File: src/rtl/i2c_master_ctrl_if.sv
// Command, response and open-drain bus signals of i2c_master_ctrl.
// The master modport is the controller side; slave is the requester/bus environment side.
interface i2c_master_ctrl_if;
    logic       cmd_valid;
    logic       cmd_ready;
    logic       cmd_rw;
    logic [3:0] cmd_reg;
    logic [7:0] cmd_wdata;
    logic       rsp_valid;
    logic [7:0] rsp_rdata;
    logic       rsp_nack;
    logic       busy;
    logic       scl_in;
    logic       sda_in;
    logic       scl_oe;
    logic       sda_oe;

    // Handshake: a command transfers on a rising edge where cmd_valid && cmd_ready;
    // cmd_ready is high only while idle, and rsp_valid is a one-cycle pulse with
    // rsp_rdata/rsp_nack, which then hold until the next pulse. No back-pressure on rsp.
    modport master (
        input  cmd_valid, cmd_rw, cmd_reg, cmd_wdata, scl_in, sda_in,
        output cmd_ready, rsp_valid, rsp_rdata, rsp_nack, busy, scl_oe, sda_oe
    );

    modport slave (
        output cmd_valid, cmd_rw, cmd_reg, cmd_wdata, scl_in, sda_in,
        input  cmd_ready, rsp_valid, rsp_rdata, rsp_nack, busy, scl_oe, sda_oe
    );
endinterface

File: src/rtl/i2c_master_ctrl.sv
// Single-target I2C register read/write master with quarter-bit tick timing.
// Optional SCL clock stretching is enabled by defining I2C_MASTER_CLKSTRETCH_EN.
module i2c_master_ctrl #(
    parameter logic [6:0]  DEVICE_ADDR = 7'b0101010,
    parameter int unsigned CLK_DIV     = 4
) (
    input  logic               clk,
    input  logic               rst_n,
    i2c_master_ctrl_if.master  bus,
    output logic [2:0]         dbg_state
);

    typedef enum logic [2:0] {
        S_IDLE,
        S_START,
        S_SEND_BYTE,
        S_ACK_RX,
        S_RSTART,
        S_RECV_BYTE,
        S_ACK_TX,
        S_STOP
    } state_t;

    localparam logic [7:0] DIV_LAST = 8'(CLK_DIV - 1);

    state_t     state_q, state_d;
    logic [7:0] div_q, div_d;
    logic [1:0] tick_q, tick_d;
    logic [2:0] bit_q, bit_d;
    logic [1:0] byte_q, byte_d;
    logic [7:0] tx_q, tx_d;
    logic [7:0] rx_q, rx_d;
    logic       rw_q, rw_d;
    logic [3:0] reg_q, reg_d;
    logic [7:0] wdata_q, wdata_d;
    logic       ack_q, ack_d;
    logic       nack_q, nack_d;
    logic       rsp_valid_q, rsp_valid_d;
    logic [7:0] rsp_rdata_q, rsp_rdata_d;
    logic       rsp_nack_q, rsp_nack_d;

    logic hold;
    logic tick_end;
    logic bit_end;
    logic sample;

`ifdef I2C_MASTER_CLKSTRETCH_EN
    // While SCL is released (ticks 2-3) a target holding it low freezes the bit timing.
    assign hold = (state_q != S_IDLE) && tick_q[1] && !bus.scl_in;
`else
    logic unused_scl_in;
    assign unused_scl_in = bus.scl_in;
    assign hold          = 1'b0;
`endif

    assign tick_end = (div_q == DIV_LAST) && !hold;
    assign bit_end  = tick_end && (tick_q == 2'd3);
    assign sample   = tick_end && (tick_q == 2'd2);

    always_ff @(posedge clk or negedge rst_n) begin
        if (!rst_n) begin
            state_q     <= S_IDLE;
            div_q       <= '0;
            tick_q      <= '0;
            bit_q       <= '0;
            byte_q      <= '0;
            tx_q        <= '0;
            rx_q        <= '0;
            rw_q        <= 1'b0;
            reg_q       <= '0;
            wdata_q     <= '0;
            ack_q       <= 1'b0;
            nack_q      <= 1'b0;
            rsp_valid_q <= 1'b0;
            rsp_rdata_q <= '0;
            rsp_nack_q  <= 1'b0;
        end else begin
            state_q     <= state_d;
            div_q       <= div_d;
            tick_q      <= tick_d;
            bit_q       <= bit_d;
            byte_q      <= byte_d;
            tx_q        <= tx_d;
            rx_q        <= rx_d;
            rw_q        <= rw_d;
            reg_q       <= reg_d;
            wdata_q     <= wdata_d;
            ack_q       <= ack_d;
            nack_q      <= nack_d;
            rsp_valid_q <= rsp_valid_d;
            rsp_rdata_q <= rsp_rdata_d;
            rsp_nack_q  <= rsp_nack_d;
        end
    end

    always_comb begin
        state_d     = state_q;
        div_d       = div_q;
        tick_d      = tick_q;
        bit_d       = bit_q;
        byte_d      = byte_q;
        tx_d        = tx_q;
        rx_d        = rx_q;
        rw_d        = rw_q;
        reg_d       = reg_q;
        wdata_d     = wdata_q;
        ack_d       = ack_q;
        nack_d      = nack_q;
        rsp_valid_d = 1'b0;
        rsp_rdata_d = rsp_rdata_q;
        rsp_nack_d  = rsp_nack_q;

        if (state_q != S_IDLE && !hold) begin
            if (tick_end) begin
                div_d  = '0;
                tick_d = tick_q + 2'd1;
            end else begin
                div_d = div_q + 8'd1;
            end
        end

        case (state_q)
            S_IDLE: begin
                if (bus.cmd_valid) begin
                    state_d = S_START;
                    rw_d    = bus.cmd_rw;
                    reg_d   = bus.cmd_reg;
                    wdata_d = bus.cmd_wdata;
                    tx_d    = {DEVICE_ADDR, 1'b0};
                    byte_d  = 2'd0;
                    bit_d   = 3'd0;
                    nack_d  = 1'b0;
                    div_d   = '0;
                    tick_d  = '0;
                end
            end
            S_START: begin
                if (bit_end) state_d = S_SEND_BYTE;
            end
            S_SEND_BYTE: begin
                if (bit_end) begin
                    if (bit_q == 3'd7) begin
                        state_d = S_ACK_RX;
                        bit_d   = 3'd0;
                    end else begin
                        bit_d = bit_q + 3'd1;
                        tx_d  = {tx_q[6:0], 1'b0};
                    end
                end
            end
            S_ACK_RX: begin
                if (sample) ack_d = bus.sda_in;
                if (bit_end) begin
                    if (ack_q) begin
                        nack_d  = 1'b1;
                        state_d = S_STOP;
                    end else begin
                        // byte_q: 0 = write address, 1 = register index, 2 = data or read address
                        case (byte_q)
                            2'd0: begin
                                tx_d    = {4'h0, reg_q};
                                byte_d  = 2'd1;
                                state_d = S_SEND_BYTE;
                            end
                            2'd1: begin
                                if (rw_q) begin
                                    state_d = S_RSTART;
                                end else begin
                                    tx_d    = wdata_q;
                                    byte_d  = 2'd2;
                                    state_d = S_SEND_BYTE;
                                end
                            end
                            default: state_d = rw_q ? S_RECV_BYTE : S_STOP;
                        endcase
                    end
                end
            end
            S_RSTART: begin
                if (bit_end) begin
                    tx_d    = {DEVICE_ADDR, 1'b1};
                    byte_d  = 2'd2;
                    state_d = S_SEND_BYTE;
                end
            end
            S_RECV_BYTE: begin
                if (sample) rx_d = {rx_q[6:0], bus.sda_in};
                if (bit_end) begin
                    if (bit_q == 3'd7) begin
                        state_d = S_ACK_TX;
                        bit_d   = 3'd0;
                    end else begin
                        bit_d = bit_q + 3'd1;
                    end
                end
            end
            S_ACK_TX: begin
                if (bit_end) state_d = S_STOP;
            end
            S_STOP: begin
                if (bit_end) begin
                    state_d     = S_IDLE;
                    rsp_valid_d = 1'b1;
                    rsp_nack_d  = nack_q;
                    rsp_rdata_d = (rw_q && !nack_q) ? rx_q : 8'h00;
                end
            end
            default: state_d = S_IDLE;
        endcase
    end

    // Bus drive decode. RSTART pulls SCL low first so the target can release its ACK,
    // and STOP lowers SDA under a low SCL before releasing SDA with SCL high.
    always_comb begin
        bus.scl_oe = 1'b0;
        bus.sda_oe = 1'b0;
        case (state_q)
            S_START: begin
                bus.sda_oe = tick_q[1];
            end
            S_RSTART: begin
                bus.scl_oe = (tick_q == 2'd0);
                bus.sda_oe = tick_q[1];
            end
            S_SEND_BYTE: begin
                bus.scl_oe = !tick_q[1];
                bus.sda_oe = !tx_q[7];
            end
            S_ACK_RX, S_RECV_BYTE, S_ACK_TX: begin
                bus.scl_oe = !tick_q[1];
            end
            S_STOP: begin
                bus.scl_oe = !tick_q[1];
                bus.sda_oe = (tick_q == 2'd1) || (tick_q == 2'd2);
            end
            default: begin
                bus.scl_oe = 1'b0;
                bus.sda_oe = 1'b0;
            end
        endcase
    end

    assign bus.cmd_ready = (state_q == S_IDLE);
    assign bus.busy      = (state_q != S_IDLE);
    assign bus.rsp_valid = rsp_valid_q;
    assign bus.rsp_rdata = rsp_rdata_q;
    assign bus.rsp_nack  = rsp_nack_q;
    assign dbg_state     = state_q;

endmodule

File: src/flat_wrapper.sv
// flat-port wrapper written by rule: the top's interface ports become plain ports
module i2c_master_ctrl_flat 
#(
    parameter logic [6:0]  DEVICE_ADDR = 7'b0101010,
    parameter int unsigned CLK_DIV     = 4
)
  (clk, rst_n, dbg_state, bus_cmd_valid, bus_cmd_rw, bus_cmd_reg, bus_cmd_wdata, bus_scl_in, bus_sda_in, bus_cmd_ready, bus_rsp_valid, bus_rsp_rdata, bus_rsp_nack, bus_busy, bus_scl_oe, bus_sda_oe);
  i2c_master_ctrl_if bus_i ();
  input  logic clk;
  input  logic rst_n;
  output logic [2:0] dbg_state;
  input wire logic [$bits(bus_i.cmd_valid)-1:0] bus_cmd_valid;
  input wire logic [$bits(bus_i.cmd_rw)-1:0] bus_cmd_rw;
  input wire logic [$bits(bus_i.cmd_reg)-1:0] bus_cmd_reg;
  input wire logic [$bits(bus_i.cmd_wdata)-1:0] bus_cmd_wdata;
  input wire logic [$bits(bus_i.scl_in)-1:0] bus_scl_in;
  input wire logic [$bits(bus_i.sda_in)-1:0] bus_sda_in;
  output wire logic [$bits(bus_i.cmd_ready)-1:0] bus_cmd_ready;
  output wire logic [$bits(bus_i.rsp_valid)-1:0] bus_rsp_valid;
  output wire logic [$bits(bus_i.rsp_rdata)-1:0] bus_rsp_rdata;
  output wire logic [$bits(bus_i.rsp_nack)-1:0] bus_rsp_nack;
  output wire logic [$bits(bus_i.busy)-1:0] bus_busy;
  output wire logic [$bits(bus_i.scl_oe)-1:0] bus_scl_oe;
  output wire logic [$bits(bus_i.sda_oe)-1:0] bus_sda_oe;
  assign bus_i.cmd_valid = bus_cmd_valid;
  assign bus_i.cmd_rw = bus_cmd_rw;
  assign bus_i.cmd_reg = bus_cmd_reg;
  assign bus_i.cmd_wdata = bus_cmd_wdata;
  assign bus_i.scl_in = bus_scl_in;
  assign bus_i.sda_in = bus_sda_in;
  assign bus_cmd_ready = bus_i.cmd_ready;
  assign bus_rsp_valid = bus_i.rsp_valid;
  assign bus_rsp_rdata = bus_i.rsp_rdata;
  assign bus_rsp_nack = bus_i.rsp_nack;
  assign bus_busy = bus_i.busy;
  assign bus_scl_oe = bus_i.scl_oe;
  assign bus_sda_oe = bus_i.sda_oe;
  i2c_master_ctrl #(.DEVICE_ADDR(DEVICE_ADDR), .CLK_DIV(CLK_DIV)) u_core (.clk(clk), .rst_n(rst_n), .bus(bus_i), .dbg_state(dbg_state));
endmodule
File: config.mk
export PLATFORM = sky130hd
export DESIGN_NAME = i2c_master_ctrl_flat
export DESIGN_NICKNAME = d
export VERILOG_FILES = /design/src/rtl/i2c_master_ctrl_if.sv /design/src/rtl/i2c_master_ctrl.sv /design/src/flat_wrapper.sv
export SDC_FILE = /design/constraint.sdc
export NUM_CORES = 1
export LEC_CHECK = 0
export CORE_UTILIZATION = 55
export DETAILED_ROUTE_END_ITERATION = 6
export GPL_ROUTABILITY_DRIVEN = 0
export GPL_TIMING_DRIVEN = 0
export PLACE_DENSITY = 0.79
export RECOVER_POWER = 25
export SETUP_SLACK_MARGIN = 0.1
export SYNTH_ARGS = -nofsm -noshare
export SYNTH_HDL_FRONTEND = slang
export SYNTH_SLANG_ARGS = --single-unit
File: constraint.sdc
create_clock -name clk -period 2.18 [get_ports clk]
set_input_delay 0.436 -clock clk [delete_from_list [all_inputs] [get_ports clk]]
set_output_delay 0.436 -clock clk [all_outputs]
set_load 0.02 [all_outputs]
==> results of run 1 <==
routing by layer:
layer  GRT usage  up-vias  wire length (um)
met5           0        -                 0
met3     0.04953       13               267
li1            -     1085                 -
met2      0.3934       77              2936
met4      0.1235        0               110
met1      0.3050     1117              2656
timing repair:
| item | 4_1_cts | 5_1_grt |
|---|---|---|
| hold endpoints to repair | 0 | 0 |
| gates resized for setup | 32 | 16 |
| buffers inserted | 4 | 4 |
| endpoints found under the setup margin | 4 | 3 |
| pin swaps | 1 | 0 |
| cloned | 0 | 1 |
power groups by stage:
stage / registers, uW / logic [uW] / clock network [uW]
floorplan: 1160 / 122 / 0
global placement: 1150 / 221 / 0
detailed placement: 1150 / 229 / 0
CTS: 1130 / 239 / 1080
global route: 1140 / 275 / 1120
finish: 1130 / 251 / 1060
sequential cells by signal (all words and copies together), names as in the netlist, 2 cells and up:
signal and count:
u_core.rx_q 8, u_core.tick_q 2, u_core.tx_q 8, u_core.dbg_state 3, u_core.bus.rsp_rdata 8, u_core.bit_q 3
u_core.reg_q 4, u_core.wdata_q 8, u_core.div_q 8, u_core.byte_q 2
cells by family after synthesis:
logic type,count (synthesis),share of synthesized area
simple gates,112,0.1979
flops,59,0.5011
xor+xnor,6,0.01783
fa+ha+maj,6,0.02548
buf+inv,20,0.03779
mux,33,0.1333
compound gates,42,0.08663
final timing paths:
path | start | endpoint | slack (ns)
hold reg to reg | u_core.bus.rsp_nack | u_core.bus.rsp_nack | 0.46
setup reg to reg | u_core.dbg_state[2] | u_core.tx_q[4] | 0.21
setup / recovery | u_core.tick_q[0] | bus_sda_oe | 0.1
max in group asynchronous | rst_n | u_core.tick_q[1] | 0.97
hold / removal | rst_n | u_core.div_q[4] | 0.37
min in group clk | u_core.bus.rsp_nack | u_core.bus.rsp_nack | 0.46
cell usage in the layout, fill, tap and decap left out, drive strengths merged, types with 2 or more instances in the layout:
| cell | instances |
|---|---|
| a21oi | 8 |
| o21ai | 20 |
| a221oi | 2 |
| ha | 6 |
| nor3 | 2 |
| clkbuf | 15 |
| nand3 | 19 |
| nand2b | 5 |
| o31ai | 2 |
| nor2b | 2 |
| mux2 | 32 |
| nand3b | 5 |
| xor2 | 5 |
| o22ai | 2 |
| inv | 5 |
| buf | 25 |
| nand2 | 45 |
| a31oi | 3 |
| nor2 | 21 |
| bufinv | 2 |
| dfrtp | 59 |
| clkdlybuf4s50 | 28 |
| nand4 | 7 |
| clkinv | 3 |
layout make-up:
type                       count  area share
timing repair buffer          43      0.1081
clock inverter                 5     0.02095
buffer                        14     0.03008
multi-input combinational    199      0.3721
clock buffer                  11     0.03548
sequential                    59      0.3995
inverter                       6     0.01014
tap                           70     0.02366
critical path, stage by stage (launching register included):
cell and delay, ns:
dfrtp_1 0.40, inv_1 0.08, ha_1 0.32, nand3_1 0.11
a31oi_1 0.22, buf_4 0.17
per-stage QoR:
stage	setup slack, ns	util
5_1_grt	0.06653	0.7203
3_5_place_dp	-0.2505	0.6575
2_1_floorplan	0.2544	-
6_report	0.09952	0.7203
3_3_place_gp	-1.128	0.6546
4_1_cts	0.08301	0.7062
==> run_summary.xml, run 1 <==
<?xml version="1.0" encoding="UTF-8"?>
<metrics>
  <group name="final_layout">
    <metric name="nets" unit="">356</metric>
    <metric name="seq_area" unit="um2">1479</metric>
    <metric name="area_delta_synth_final" unit="%">25.65</metric>
    <metric name="fillerInstances" unit="">403</metric>
    <metric name="antenna_cells" unit="">0</metric>
    <metric name="multi_input_comb_area" unit="um2">1378</metric>
    <metric name="final_layout_size_suffix_gt1_frac" unit="">0.2611</metric>
    <metric name="final_area" unit="um2">3702</metric>
    <metric name="layoutNonFillerInstCount" unit="">407</metric>
  </group>
  <group name="clock_network">
    <metric name="cts-buffers-inserted" unit="">9</metric>
    <metric name="tritoncts_num_sinks" unit="">59</metric>
    <metric name="holdBufCountCts" unit="">0</metric>
    <metric name="clk_transition_reported_paths" unit="ns">0.06</metric>
    <metric name="worstSkewPairLatency" unit="ns">0.34</metric>
    <metric name="cts_tree" unit="">done</metric>
    <metric name="clk_path_buf_depth" unit="">2</metric>
    <metric name="clock_tree.htree_level_count" unit="">3</metric>
    <metric name="cts-root-buf" unit="">clkbuf_8</metric>
  </group>
  <group name="global_route">
    <metric name="grt-ovfl-total" unit="">0</metric>
    <metric name="grt_first_pass_wirelength" unit="mm">9.887</metric>
    <metric name="vias_in_the_first_global_route" unit="">2155</metric>
    <metric name="number_of_antenna_violations_at_the_first_check_in_global_routing" unit="">0</metric>
    <metric name="grt_usage" unit="">0.2407</metric>
    <metric name="grt_start_max_net_pins" unit="">38</metric>
  </group>
  <group name="worst_setup_path">
    <metric name="worst_r2r_path_depth" unit="">6</metric>
    <metric name="critical_path_peak_fanout" unit="">4</metric>
    <metric name="setup.worst_path.class" unit="">register to output pin</metric>
    <metric name="setup.worst_path.start_class" unit="">register</metric>
    <metric name="cp_data_required_time" unit="ns">1.74</metric>
    <metric name="sort_of_element_at_the_end_of_the_critical_path" unit="">output pin</metric>
    <metric name="critPathArrivalTime" unit="ns">1.64</metric>
  </group>
  <group name="yosys">
    <metric name="synth_area" unit="um2">2947</metric>
    <metric name="postSynth.asyncResetShare" unit="">1.000</metric>
    <metric name="synth_top_area_cell" unit="">dfrtp_1</metric>
    <metric name="synth.lib_cells_used.distinct" unit="">45</metric>
    <metric name="avgSynthCellArea" unit="um2">10.60</metric>
    <metric name="synth_top_cells_by_count" unit="">dfrtp_1, nand2_1, mux2_2, nor2_1</metric>
    <metric name="synthesis.instances" unit="">278</metric>
    <metric name="synth.top_cell.area_share" unit="">0.5011</metric>
    <metric name="synth_most_common_cell" unit="">dfrtp_1</metric>
    <metric name="number_of_synthesized_flops_with_an_enable_pin" unit="">0</metric>
    <metric name="yosysSeqAreaShare" unit="">0.5011</metric>
    <metric name="synth-main-ff-cell" unit="">dfrtp_1</metric>
    <metric name="syn-num-nets" unit="">302</metric>
    <metric name="synth.yosys.warnings" unit="">0</metric>
    <metric name="synth_area_leaders" unit="">dfrtp_1, mux2_2, nand2_1</metric>
    <metric name="synth_seq_cells" unit="">59</metric>
  </group>
  <group name="worst_hold_path">
    <metric name="hp-class" unit="">input pin to async pin</metric>
  </group>
  <group name="detailed_routing">
    <metric name="route.antenna.remaining_nets" unit="">0</metric>
    <metric name="detail_route.first_pass.iterations" unit="">4</metric>
    <metric name="drc" unit="">0</metric>
    <metric name="wl_per_cell" unit="um">14.67</metric>
    <metric name="drtIter0Drc" unit="">160</metric>
    <metric name="wl" unit="mm">5.971</metric>
    <metric name="via_count" unit="">2292</metric>
    <metric name="avgViaCountPerCell" unit="">5.631</metric>
  </group>
  <group name="pwr">
    <metric name="p_leak" unit="uW">0.001735</metric>
    <metric name="share_clk_of_total_power" unit="">0.433</metric>
    <metric name="power_frac_comb" unit="">0.103</metric>
    <metric name="internal_pwr_total" unit="uW">1879</metric>
    <metric name="seq_power_share" unit="">0.465</metric>
    <metric name="totalPowerFinal" unit="uW">2442</metric>
    <metric name="p_sw" unit="uW">562.6</metric>
    <metric name="pwr_density_cell" unit="nW/um2">659.5</metric>
    <metric name="ir_worst_vdd" unit="uV">635.8</metric>
    <metric name="swShare" unit="">0.2304</metric>
  </group>
  <group name="floorplan">
    <metric name="die_w" unit="um">75.20</metric>
    <metric name="floorplan.die_area" unit="um2">5654</metric>
    <metric name="top_level_ports" unit="">35</metric>
    <metric name="dieHeight" unit="um">75.20</metric>
    <metric name="core_area" unit="um2">5140</metric>
    <metric name="initial_utilization" unit="">0.5733</metric>
    <metric name="placementRows" unit="">26</metric>
  </group>
  <group name="sta">
    <metric name="clock_skew" unit="ns">0.008403</metric>
    <metric name="hold_ws" unit="ns">0.3667</metric>
    <metric name="finalCritPeriodShare" unit="">0.9543</metric>
    <metric name="final_max_slew_viol_count" unit="">0</metric>
    <metric name="timing.setup.tns" unit="ns">0</metric>
    <metric name="tightestPinTransition" unit="ns">1.288</metric>
    <metric name="finalSetupViolCount" unit="">0</metric>
    <metric name="slew_headroom" unit="">0.1416</metric>
    <metric name="max_freq" unit="MHz">480.7</metric>
    <metric name="post-route-min-period" unit="ns">2.080</metric>
    <metric name="timing.final.hold_violations" unit="">0</metric>
    <metric name="grt_setup_unrepaired" unit="">yes</metric>
  </group>
  <group name="outcome">
    <metric name="outcome" unit="">finished, final reports clean</metric>
  </group>
  <group name="place">
    <metric name="placed_cells" unit="">382</metric>
    <metric name="place.port_buffers" unit="">33</metric>
    <metric name="postPlaceCellArea" unit="um2">3379</metric>
    <metric name="place.detailed.hpwl" unit="mm">4.118</metric>
  </group>
  <group name="flow_run">
    <metric name="drv_cap" unit="">0</metric>
  </group>
</metrics>
No activity file was read; power rests on OpenSTA's default activity.
==> run 2: changes to the inputs <==
ABC_CLOCK_PERIOD_IN_PS = 2550   (was default)
CAP_MARGIN = 20   (was default)
clock period = 2.55 ns   (was 2.18 ns; I/O delays follow)
==> run 2 against run 1 <==
Effect of this change:
- routed wire length fell by 3.4%
- critical path depth is 2 higher
- sequential power fell by 14%
- final cell count down 2.2%
- critical path type unchanged
- critical endpoint unchanged
==> run_summary.xml, run 2 (synthesized netlist as in run 1, its figures left out) <==
<?xml version="1.0" encoding="UTF-8"?>
<metrics>
  <group name="clock_network">
    <metric name="worstSkewPairLatency" unit="ns">0.34</metric>
    <metric name="cts-root-buf" unit="">clkbuf_8</metric>
    <metric name="clk_path_buf_depth" unit="">2</metric>
    <metric name="cts_tree" unit="">done</metric>
    <metric name="clk_transition_reported_paths" unit="ns">0.06</metric>
    <metric name="clock_tree.htree_level_count" unit="">3</metric>
    <metric name="cts-buffers-inserted" unit="">9</metric>
    <metric name="tritoncts_num_sinks" unit="">59</metric>
    <metric name="holdBufCountCts" unit="">0</metric>
  </group>
  <group name="global_route">
    <metric name="grt_first_pass_wirelength" unit="mm">9.749</metric>
    <metric name="number_of_antenna_violations_at_the_first_check_in_global_routing" unit="">0</metric>
    <metric name="grt-ovfl-total" unit="">0</metric>
    <metric name="grt_start_max_net_pins" unit="">38</metric>
    <metric name="vias_in_the_first_global_route" unit="">2119</metric>
    <metric name="grt_usage" unit="">0.2376</metric>
  </group>
  <group name="pwr">
    <metric name="seq_power_share" unit="">0.471</metric>
    <metric name="totalPowerFinal" unit="uW">2063</metric>
    <metric name="share_clk_of_total_power" unit="">0.437</metric>
    <metric name="internal_pwr_total" unit="uW">1589</metric>
    <metric name="ir_worst_vdd" unit="uV">540.9</metric>
    <metric name="power_frac_comb" unit="">0.092</metric>
    <metric name="swShare" unit="">0.2296</metric>
    <metric name="p_leak" unit="uW">0.001675</metric>
    <metric name="pwr_density_cell" unit="nW/um2">578.1</metric>
    <metric name="p_sw" unit="uW">473.7</metric>
  </group>
  <group name="sta">
    <metric name="finalSetupViolCount" unit="">0</metric>
    <metric name="max_freq" unit="MHz">418.5</metric>
    <metric name="final_max_slew_viol_count" unit="">0</metric>
    <metric name="post-route-min-period" unit="ns">2.389</metric>
    <metric name="slew_headroom" unit="">0.2040</metric>
    <metric name="grt_setup_unrepaired" unit="">yes</metric>
    <metric name="finalCritPeriodShare" unit="">0.9370</metric>
    <metric name="timing.final.hold_violations" unit="">0</metric>
    <metric name="clock_skew" unit="ns">0.008417</metric>
    <metric name="tightestPinTransition" unit="ns">1.194</metric>
  </group>
  <group name="detailed_routing">
    <metric name="wl" unit="mm">5.766</metric>
    <metric name="wl_per_cell" unit="um">14.49</metric>
    <metric name="drtIter0Drc" unit="">165</metric>
    <metric name="drc" unit="">0</metric>
    <metric name="via_count" unit="">2227</metric>
    <metric name="route.antenna.remaining_nets" unit="">0</metric>
    <metric name="avgViaCountPerCell" unit="">5.595</metric>
    <metric name="detail_route.first_pass.iterations" unit="">4</metric>
  </group>
  <group name="outcome">
    <metric name="outcome" unit="">finished, final reports clean</metric>
  </group>
  <group name="floorplan">
    <metric name="placementRows" unit="">26</metric>
    <metric name="initial_utilization" unit="">0.5733</metric>
    <metric name="top_level_ports" unit="">35</metric>
    <metric name="die_w" unit="um">75.20</metric>
    <metric name="core_area" unit="um2">5140</metric>
    <metric name="floorplan.die_area" unit="um2">5654</metric>
    <metric name="dieHeight" unit="um">75.20</metric>
  </group>
  <group name="worst_hold_path">
    <metric name="hp-class" unit="">input pin to async pin</metric>
  </group>
  <group name="worst_setup_path">
    <metric name="timing.critical_path.slowest_stage_cell" unit="">dfrtp_1</metric>
    <metric name="cp_data_required_time" unit="ns">2.04</metric>
    <metric name="setup.worst_path.class" unit="">register to output pin</metric>
    <metric name="critical_path_peak_fanout" unit="">10</metric>
    <metric name="cp_top_family" unit="">buffers and inverters</metric>
    <metric name="regToRegEndpoint" unit="">u_core.tx_q[4]</metric>
    <metric name="endpoint" unit="">bus_sda_oe</metric>
    <metric name="cp.depth" unit="">7</metric>
    <metric name="r2r-start" unit="">u_core.dbg_state[2]</metric>
    <metric name="setup.reg_to_reg.worst_slack" unit="ns">0.56</metric>
    <metric name="critPathArrivalTime" unit="ns">1.88</metric>
    <metric name="setup.worst_path.start_class" unit="">register</metric>
    <metric name="path_cells" unit="">clkbuf_4 &gt; inv_1 &gt; buf_4 &gt; nor2_1 &gt; a221oi_1 &gt; a31oi_1 &gt; clkbuf_2</metric>
    <metric name="critical_path_buffer_and_inverter_count" unit="">4</metric>
    <metric name="largest_stage_delay_on_the_critical_path" unit="ns">0.41</metric>
    <metric name="worst_r2r_path_depth" unit="">6</metric>
    <metric name="sort_of_element_at_the_end_of_the_critical_path" unit="">output pin</metric>
    <metric name="critPathLaunch" unit="">u_core.dbg_state[0]</metric>
  </group>
  <group name="final_layout">
    <metric name="mostFrequentLayoutCell" unit="">dfrtp_1</metric>
    <metric name="nets" unit="">347</metric>
    <metric name="fin_util" unit="">0.6943</metric>
    <metric name="area_delta_synth_final" unit="%">21.10</metric>
    <metric name="antenna_cells" unit="">0</metric>
    <metric name="layout.cells.most_common_list" unit="">dfrtp_1, nand2_1, clkdlybuf4s50_1</metric>
    <metric name="layoutNonFillerInstCount" unit="">398</metric>
    <metric name="final_layout_size_suffix_gt1_frac" unit="">0.2104</metric>
    <metric name="fillerInstances" unit="">423</metric>
  </group>
  <group name="place">
    <metric name="place.detailed.hpwl" unit="mm">4.118</metric>
    <metric name="place.port_buffers" unit="">33</metric>
    <metric name="placed_cells" unit="">382</metric>
  </group>
  <group name="flow_run">
    <metric name="drv_cap" unit="">0</metric>
  </group>
</metrics>
run 2: final cells by class:
cell class                      instances  area, um2  share of cell area
Clock inverter                          5      77.57             0.02174
Inverter                                6      30.03            0.008415
Multi-Input combinational cell        199       1359              0.3808
Buffer                                 14      90.09             0.02525
Sequential cell                        59       1476              0.4137
Timing Repair Buffer                   34      316.6             0.08871
Tap cell                               70      87.58             0.02454
Clock buffer                           11      131.4             0.03682
run 2: worst min path at each step:
stage	startpoint	end	slack [ns]	cells past startpoint
after CTS	rst_n	u_core.div_q[5]	0.16	1
after global placement	u_core.bus.rsp_rdata[3]	u_core.bus.rsp_rdata[3]	0.45	2
after detailed placement	u_core.bus.rsp_rdata[0]	u_core.bus.rsp_rdata[0]	0.46	2
after global routing	rst_n	u_core.div_q[4]	0.50	1
final	rst_n	u_core.div_q[5]	0.40	1
after floorplan	rst_n	u_core.ack_q	0.21	0
run 2: through the flow:
stage          worst slack (ns)  instance area [um2]  hold WS (ns)  setup TNS (ns)
6_report                 0.1607                 3568        0.3994               0
5_1_grt                 0.02175                 3568        0.4971               0
4_1_cts                 0.02876                 3592        0.1584               0
3_5_place_dp            0.04552                 3379        0.4563               0
3_3_place_gp            -0.8324                 3364        0.4499          -48.94
2_1_floorplan            0.5504                 2947        0.2144               0
run 2: power groups by stage:
| stage | sequential, uW | combinational, uW | clock (uW) |
|---|---|---|---|
| 6_report | 971 | 190 | 902 |
| 5_1_grt | 972 | 211 | 956 |
| 4_1_cts | 970 | 196 | 923 |
| 3_5_place_dp | 987 | 196 | 0 |
| 3_3_place_gp | 987 | 189 | 0 |
| 2_1_floorplan | 989 | 104 | 0 |
run 2: timing repair:
item                                    CTS  global route
resized for setup                        11             7
setup buffers                             0             0
gates cloned                              0             0
endpoints found under the setup margin    4             2
run 2: routing by layer:
metal  global-route usage  up-vias  part of all wire
met3              0.05087        7             0.055
met4               0.1255        0             0.013
met5                    0        -                 0
li1                     -     1059                 -
met2               0.3864       72              0.49
met1               0.2997     1089              0.44
==> run 3: changes to the inputs <==
CTS_BUF_LIST = sky130_fd_sc_hd__clkbuf_4 sky130_fd_sc_hd__clkbuf_8 sky130_fd_sc_hd__clkbuf_16   (was default)
==> run 3 against run 2 <==
Effect of this change:
- critical path depth unchanged
- hold slack improved by 0.0019 ns
- clock-buffer cell count stayed put
- sequential power about the same
- cell area increased by 0.21%
- setup slack improved by 0.00072 ns
- register-to-register slack about the same
- global-route usage is essentially flat
- sequential cell count is the same
- clock skew increased by 0.0012 ns
==> run_summary.xml, run 3 (synthesized netlist as in run 1, its figures left out) <==
<?xml version="1.0" encoding="UTF-8"?>
<metrics>
  <group name="outcome">
    <metric name="outcome" unit="">finished, final reports clean</metric>
  </group>
  <group name="clock_network">
    <metric name="cts-root-buf" unit="">clkbuf_8</metric>
    <metric name="post_cts_buffers" unit="">0</metric>
    <metric name="clock_tree.htree_level_count" unit="">3</metric>
    <metric name="clk_path_buf_depth" unit="">2</metric>
    <metric name="cts_tree" unit="">done</metric>
    <metric name="worstSkewPairLatency" unit="ns">0.34</metric>
    <metric name="cts-buffers-inserted" unit="">9</metric>
    <metric name="tritoncts_num_sinks" unit="">59</metric>
    <metric name="clk_transition_reported_paths" unit="ns">0.06</metric>
  </group>
  <group name="place">
    <metric name="place.detailed.hpwl" unit="mm">4.118</metric>
    <metric name="dp_slack" unit="ns">0.04552</metric>
    <metric name="place.port_buffers" unit="">33</metric>
    <metric name="placed_cells" unit="">382</metric>
  </group>
  <group name="worst_setup_path">
    <metric name="critPathArrivalTime" unit="ns">1.88</metric>
    <metric name="cp_data_required_time" unit="ns">2.04</metric>
    <metric name="worst_r2r_path_depth" unit="">6</metric>
    <metric name="r2r-start" unit="">u_core.dbg_state[2]</metric>
    <metric name="sort_of_element_at_the_end_of_the_critical_path" unit="">output pin</metric>
    <metric name="setup.worst_path.start_class" unit="">register</metric>
    <metric name="setup.worst_path.class" unit="">register to output pin</metric>
    <metric name="setup.reg_to_reg.worst_slack" unit="ns">0.56</metric>
    <metric name="critPathLaunch" unit="">u_core.dbg_state[0]</metric>
    <metric name="critical_path_peak_fanout" unit="">10</metric>
  </group>
  <group name="sta">
    <metric name="tightestPinTransition" unit="ns">1.201</metric>
    <metric name="post-route-min-period" unit="ns">2.389</metric>
    <metric name="timing.final.hold_violations" unit="">0</metric>
    <metric name="finalWorstSetupSlack" unit="ns">0.1614</metric>
    <metric name="finalCritPeriodShare" unit="">0.9367</metric>
    <metric name="clock_skew" unit="ns">0.009603</metric>
    <metric name="slew_headroom" unit="">0.1994</metric>
    <metric name="hold_ws" unit="ns">0.4012</metric>
    <metric name="max_freq" unit="MHz">418.7</metric>
    <metric name="grt_setup_unrepaired" unit="">yes</metric>
    <metric name="final_max_slew_viol_count" unit="">0</metric>
    <metric name="finalSetupViolCount" unit="">0</metric>
  </group>
  <group name="floorplan">
    <metric name="placementRows" unit="">26</metric>
    <metric name="die_w" unit="um">75.20</metric>
    <metric name="floorplan.die_area" unit="um2">5654</metric>
    <metric name="top_level_ports" unit="">35</metric>
    <metric name="dieHeight" unit="um">75.20</metric>
    <metric name="core_area" unit="um2">5140</metric>
    <metric name="initial_utilization" unit="">0.5733</metric>
  </group>
  <group name="detailed_routing">
    <metric name="drc" unit="">0</metric>
    <metric name="wl_per_cell" unit="um">14.55</metric>
    <metric name="avgViaCountPerCell" unit="">5.606</metric>
    <metric name="drtIter0Drc" unit="">127</metric>
    <metric name="wl" unit="mm">5.792</metric>
    <metric name="via_count" unit="">2231</metric>
    <metric name="route.antenna.remaining_nets" unit="">0</metric>
    <metric name="detail_route.first_pass.iterations" unit="">4</metric>
  </group>
  <group name="final_layout">
    <metric name="fillerInstances" unit="">423</metric>
    <metric name="final_layout_size_suffix_gt1_frac" unit="">0.2165</metric>
    <metric name="layoutNonFillerInstCount" unit="">398</metric>
    <metric name="antenna_cells" unit="">0</metric>
    <metric name="mostFrequentLayoutCell" unit="">dfrtp_1</metric>
    <metric name="fin_util" unit="">0.6957</metric>
    <metric name="nets" unit="">347</metric>
    <metric name="multi_input_comb_area" unit="um2">1359</metric>
    <metric name="area_delta_synth_final" unit="%">21.36</metric>
    <metric name="layout.cells.most_common_list" unit="">dfrtp_1, nand2_1, clkdlybuf4s50_1</metric>
    <metric name="seq_area" unit="um2">1476</metric>
  </group>
  <group name="worst_hold_path">
    <metric name="hp-class" unit="">input pin to async pin</metric>
  </group>
  <group name="global_route">
    <metric name="grt_first_pass_wirelength" unit="mm">9.756</metric>
    <metric name="number_of_antenna_violations_at_the_first_check_in_global_routing" unit="">0</metric>
    <metric name="vias_in_the_first_global_route" unit="">2124</metric>
    <metric name="grt_start_max_net_pins" unit="">38</metric>
    <metric name="grt_usage" unit="">0.2379</metric>
    <metric name="grt-ovfl-total" unit="">0</metric>
  </group>
  <group name="flow_run">
    <metric name="drv_cap" unit="">0</metric>
  </group>
  <group name="pwr">
    <metric name="ir_worst_vdd" unit="uV">540.9</metric>
    <metric name="totalPowerFinal" unit="uW">2088</metric>
    <metric name="p_leak" unit="uW">0.001682</metric>
    <metric name="pwr_density_cell" unit="nW/um2">583.9</metric>
  </group>
</metrics>
[run 3: cell counts in the layout (fill, tap and decap cells not counted)]
Identical to the previous run, type by type.
[run 3: metrics by stage]
step | TNS, ns | cell area, um2
2_1_floorplan | 0 | 2947
3_3_place_gp | -48.94 | 3364
3_5_place_dp | 0 | 3379
4_1_cts | 0 | 3600
5_1_grt | 0 | 3576
6_report | 0 | 3576
[run 3: where the power goes]
part | leakage, uW | switching (uW) | internal, uW
combinational | 0.000776 | 105 | 85.0
clock | 0.000110 | 359 | 568
sequential | 0.000795 | 13.5 | 957
total | 0.00168 | 478 | 1610
[run 3: area by class of cell]
cell class / instances / share of cell area
well taps: 70 / 0.02449
flip-flops and latches: 59 / 0.4129
multi-input cells: 199 / 0.3800
inverters: 6 / 0.008397
clock inverters: 5 / 0.02169
clock buffers: 11 / 0.03884
plain buffers: 14 / 0.02519
repair buffers: 34 / 0.08852
[run 3: worst paths after layout]
kind / endpoint
max: bus_sda_oe
min: u_core.div_q[5]
max reg2reg: u_core.tx_q[4]
min reg2reg: u_core.bus.rsp_nack
max in group asynchronous: u_core.bus.rsp_nack
min in group clk: u_core.bus.rsp_nack
[run 3: worst max-delay path, cell delays in order, from the launching register on]
cell and delay (ns):
dfrtp_1 0.41, clkbuf_4 0.19, inv_1 0.12, buf_4 0.19, nor2_1 0.06, a221oi_1 0.29, a31oi_1 0.09, clkbuf_2 0.19
[run 3: what timing repair did]
item | CTS | global route
endpoints found under the setup margin | 4 | 2
gates resized for setup | 11 | 7
gates cloned | 0 | 0
hold buffers | 0 | 0
[run 3: per-layer routing]
| layer | track usage | vias to the layer above | wire [um] |
|---|---|---|---|
| li1 | - | 1062 | - |
| met1 | 0.2980 | 1092 | 2594 |
| met2 | 0.3894 | 67 | 2864 |
| met3 | 0.05087 | 10 | 243 |
| met4 | 0.1255 | 0 | 90 |
| met5 | 0 | - | 0 |
